--- config.mk ---
export PLATFORM = sky130hd
export DESIGN_NAME = control_multiciclo
export DESIGN_NICKNAME = d
export VERILOG_FILES = /design/src/rtl/control_multiciclo.sv
export SDC_FILE = /design/constraint.sdc
export NUM_CORES = 1
export LEC_CHECK = 0
export ABC_AREA = 1
export BUFFER_PORTS_ARGS = -buffer_cell sky130_fd_sc_hd__buf_2
export CAP_MARGIN = 10
export CORE_AREA = 5 5 82 84
export CTS_CLUSTER_DIAMETER = 100
export CTS_CLUSTER_SIZE = 25
export DETAILED_ROUTE_END_ITERATION = 8
export DIE_AREA = 0 0 87 89
export PLACE_DENSITY_LB_ADDON = 0.1
export SLEW_MARGIN = 20
export SYNTH_ARGS = -nofsm -noshare
export SYNTH_HDL_FRONTEND = slang
export SYNTH_SLANG_ARGS = --single-unit
--- constraint.sdc ---
create_clock -name clk -period 2.05 [get_ports clk]
set_input_delay 0.205 -clock clk [delete_from_list [all_inputs] [get_ports clk]]
set_output_delay 0.205 -clock clk [all_outputs]
set_load 0.005 [all_outputs]
--- src/rtl/control_multiciclo.sv ---
// Multicycle RV32I control FSM: IDLE -> DECODE -> EXECUTE -> [MEM] -> WRITEBACK, sticky TRAP on errors.
// Latency 4 cycles (OP/OP-IMM/BRANCH), 5+N for LOAD/STORE; instr_ready only in IDLE, MEM waits on mem_ready.
module control_multiciclo #(
  parameter int MEM_WAIT_MAX = 8
) (
  input  logic        clk,
  input  logic        rst,
  input  logic        instr_valid,
  input  logic [31:0] instr,
  input  logic        mem_ready,
  input  logic        branch_taken,
  output logic        instr_ready,
  output logic [11:0] inmediato,
  output logic        alu_src_imm,
  output logic        alu_start,
  output logic        mem_re,
  output logic        mem_we,
  output logic        reg_we,
  output logic        pc_we,
  output logic        branch_sel,
  output logic        trap,
  output logic [2:0]  estado
);

  localparam int CW = $clog2(MEM_WAIT_MAX + 1);

  typedef enum logic [2:0] {
    IDLE      = 3'd0,
    DECODE    = 3'd1,
    EXECUTE   = 3'd2,
    MEM       = 3'd3,
    WRITEBACK = 3'd4,
    TRAP      = 3'd5
  } state_t;

  state_t        state, state_nxt;
  logic [31:0]   ir;
  logic [11:0]   imm_q;
  logic [CW-1:0] cnt;
  logic          bsel_q;

  logic is_opimm, is_load, is_store, is_op, is_branch, is_legal;
  logic unused_ir_bits;

  assign is_opimm  = (ir[6:0] == 7'b0010011);
  assign is_load   = (ir[6:0] == 7'b0000011);
  assign is_store  = (ir[6:0] == 7'b0100011);
  assign is_op     = (ir[6:0] == 7'b0110011);
  assign is_branch = (ir[6:0] == 7'b1100011);
  assign is_legal  = is_opimm | is_load | is_store | is_op | is_branch;

  // rs1/funct3 are consumed by the datapath, not by this controller
  assign unused_ir_bits = ^ir[19:12];

  always_comb begin
    state_nxt = state;
    case (state)
      IDLE:      if (instr_valid) state_nxt = DECODE;
      DECODE:    state_nxt = is_legal ? EXECUTE : TRAP;
      EXECUTE:   state_nxt = (is_load | is_store) ? MEM : WRITEBACK;
      MEM: begin
        // mem_ready takes priority over the timeout in the final wait cycle
        if (mem_ready)                          state_nxt = WRITEBACK;
        else if (cnt == CW'(MEM_WAIT_MAX - 1))  state_nxt = TRAP;
      end
      WRITEBACK: state_nxt = IDLE;
      TRAP:      state_nxt = TRAP;
      default:   state_nxt = TRAP;
    endcase
  end

  always_ff @(posedge clk or posedge rst) begin
    if (rst) begin
      state  <= IDLE;
      ir     <= '0;
      imm_q  <= '0;
      cnt    <= '0;
      bsel_q <= 1'b0;
    end else begin
      state <= state_nxt;
      if (state == IDLE && instr_valid) ir <= instr;
      if (state == DECODE) begin
        bsel_q <= 1'b0;
        if (is_opimm || is_load)  imm_q <= ir[31:20];
        else if (is_store)        imm_q <= {ir[31:25], ir[11:7]};
        else if (is_branch)       imm_q <= {ir[31], ir[7], ir[30:25], ir[11:8]};
        else                      imm_q <= 12'h000;
      end
      if (state == EXECUTE && is_branch) bsel_q <= branch_taken;
      if (state == MEM && !mem_ready) cnt <= cnt + CW'(1);
      else                            cnt <= '0;
    end
  end

  always_comb begin
    instr_ready = (state == IDLE);
    alu_src_imm = 1'b0;
    alu_start   = 1'b0;
    mem_re      = 1'b0;
    mem_we      = 1'b0;
    reg_we      = 1'b0;
    pc_we       = 1'b0;
    branch_sel  = 1'b0;
    trap        = (state == TRAP);
    case (state)
      DECODE, EXECUTE, MEM, WRITEBACK: alu_src_imm = is_opimm | is_load | is_store;
      default: ;
    endcase
    case (state)
      EXECUTE: alu_start = 1'b1;
      MEM: begin
        mem_re = is_load;
        mem_we = is_store;
      end
      WRITEBACK: begin
        pc_we      = 1'b1;
        reg_we     = is_op | is_opimm | is_load;
        branch_sel = bsel_q;
      end
      default: ;
    endcase
  end

  assign inmediato = imm_q;
  assign estado    = state;

endmodule

==> metrics.txt <==
total CTS buffers 5; Final ANT Viol Nets 0; # hold bufs at CTS 0; critical-path maximum fanout 7; count leader, synth nand2_1; Avg WL per Cell 12.3 um; Hold WS 46.9 ps; Synth Area in Compound Gates 6.03%; syn_area_per_cell 8.00 sq um; Yosys reg bits 44; asr flop ratio synth 100%; Simple-Gate Fraction of Synth Area 36.2%; Layout area overhead 16.8%; CP endpoint kind output port; design area 2670 sq um; final hold vios 0; dominant synthesized flop cell dfrtp_1; critical setup path kind flip-flop to output port; top cells by count, synth nand2_1, nand3_1, dfrtp_1, inv_1, nor2_1; share of layout cells above drive strength 1 28.2%; Critical Path AT 1580 ps; Die ar. 7740 sq um; GRT Util Overall ~14%; later-pin clock latency in the skew report around 300 ps; synthesized area 2280 sq um; vias post-DR 1942; CTS H-tree depth 2; Seq/Total Area, Yosys about half; largest net degree at the start of global routing 45; synthesized-area fraction occupied by adder cells less than 1%; die width between 80 and 90 um; Synth cell types 23; post-synthesis xor/xnor area fraction 0%; Worst slew margin 62.4%; final-stage net count ~380; row cnt 28; setup repair bufs after CTS 0; vias per cell roughly 4.7; CTS Buffer Depth 2; status complete, no violations; FF-to-FF End ir[24]; post-detail-place hpwl about 3.8 mm; worst reg-to-reg path cell count 7; DRC Markers 0; vias in the first global route approximately 1.9k; Syn Nets 323; post-synthesis mux area share 0%; Req. time, crit path roughly 1900 ps; largest family of logic cells by synthesized area simple AND/OR/NAND/NOR gates; I/O Buffers 52; Cell Area, Placed around 2600 sq um; starting density of the core between 30 and 40%; Post-synth EDFFs 0; Worst Setup Start Kind flip-flop; initial antenna violation count 0; Reg2Reg Setup Slack 610 ps; fmax 0.561 GHz; first-pass GRT wire length approximately 9 mm; Slew @ Worst Pin around 560 ps; fin. max-slew vios 0; Pwr per Cell Area 1090 nW/um^2; Reg-to-Reg Start estado[0]; synth top area cells dfrtp_1, nand3_1, nand2_1; RSZ-0062 raised after global routing no; GP Congestion 0.788; CTS Root Cell clkbuf_8; final setup vio count 0; Hold Crit Class input pin to asynchronous set/reset pin; grt ovf 0; die extent in y 89 um; Synth top area share a little under 50%; Setup Total Neg Slack 0 ps; period utilisation layout 86.9%; Worst VDD drop 0.000435 V; First-pass DRT Iterations 5; post-synth top area cell dfrtp_1; cts repair resizes 0; Crit. Startpoint ir[2]; P_leak roughly 1.5 nW; min Tclk post-route ~1800 ps; CTS tree yes; Clock transition at path regs 80 ps; DRT iter0 DRCs 97; CTS Sinks 44; final core utilization 45.6%; max-capacitance violation count 0; Placeable Area ~6000 sq um; # IOs 61; number of diodes 0; Worst Clk Skew 4.87 ps; Synth Instances ~290; synth warn 0; final WL roughly 5.0 mm
power breakdown:
group	leakage (nW)	internal, mW	switching [mW]
Sequential	0.560	1.12	0.211
Combinational	0.887	0.375	0.682
Clock	0.0410	0.232	0.284
worst max path at each step:
| stage | cells after the start | slack [ps] | endpoint |
|---|---|---|---|
| floorplan | 7 | 800 | ir[4] |
| global placement | 6 | 570 | alu_src_imm |
| detailed placement | 6 | 560 | alu_src_imm |
| CTS | 6 | 220 | alu_src_imm |
| global route | 6 | 110 | alu_src_imm |
| finish | 6 | 270 | alu_src_imm |
sequential cells by signal, summed over array words and instances, names as in the netlist:
| register | flops |
|---|---|
| bsel_q | 1 |
| cnt | 4 |
| estado | 3 |
| ir | 24 |
| inmediato | 12 |
per-layer routing:
| layer | wire length (um) | up-vias | global-route usage (%) |
|---|---|---|---|
| met5 | 0 | - | 0 |
| met4 | 63 | 0 | 4.25 |
| met3 | 309 | 6 | 3.50 |
| met2 | 2170 | 48 | 22.8 |
| met1 | 2510 | 867 | 19.8 |
| li1 | - | 1021 | - |
layout by cell type, fill, tap and decap left out, types with 3 or more instances in the layout:
cell type / synthesis / routed
buf_4: 3 / 4
a21oi_2: 8 / 8
nand2_1: 81 / 81
nand3_1: 64 / 64
inv_1: 18 / 18
nand3_2: 4 / 4
dfrtp_1: 44 / 44
nor2_2: 6 / 6
nor3_1: 4 / 4
buf_2: 3 / 52
clkbuf_8: 0 / 5
a21oi_1: 9 / 9
nand2_2: 3 / 3
nor2_1: 15 / 15
inv_2: 7 / 7
cells by family (layout without fill, tap and decap cells):
family          count (synthesis)  count (layout)
simple gates                  180             180
buf+inv                        39              91
fa+ha+maj                       1               1
compound gates                 21              21
flops                          44              44
area by class of cell:
cell class              count  area, sq um
clock buffers               6         72.6
clock inverters             1         5.00
fillers                   643         3190
inverters                  27          106
multi-input cells         202          976
flip-flops and latches     44         1100
well taps                  75         93.8
repair buffers             57          310
stage by stage:
| stage | total power, mW | std cells | worst slack (ps) |
|---|---|---|---|
| global placement | 2.41 | 405 | 574 |
| global route | 3.16 | 412 | 108 |
| finish | 2.90 | 412 | 268 |
| detailed placement | 2.42 | 405 | 563 |
| CTS | 2.95 | 412 | 224 |
| floorplan | 2.16 | 285 | 805 |
critical path: stages (launching register included):
cell and delay, ps:
dfrtp_1 410, nor2_4 150, nand3_2 160, nor2_4 190, inv_2 100, a21oi_1 140
buf_2 130
Note: power is estimated with default switching activity, not from simulation.
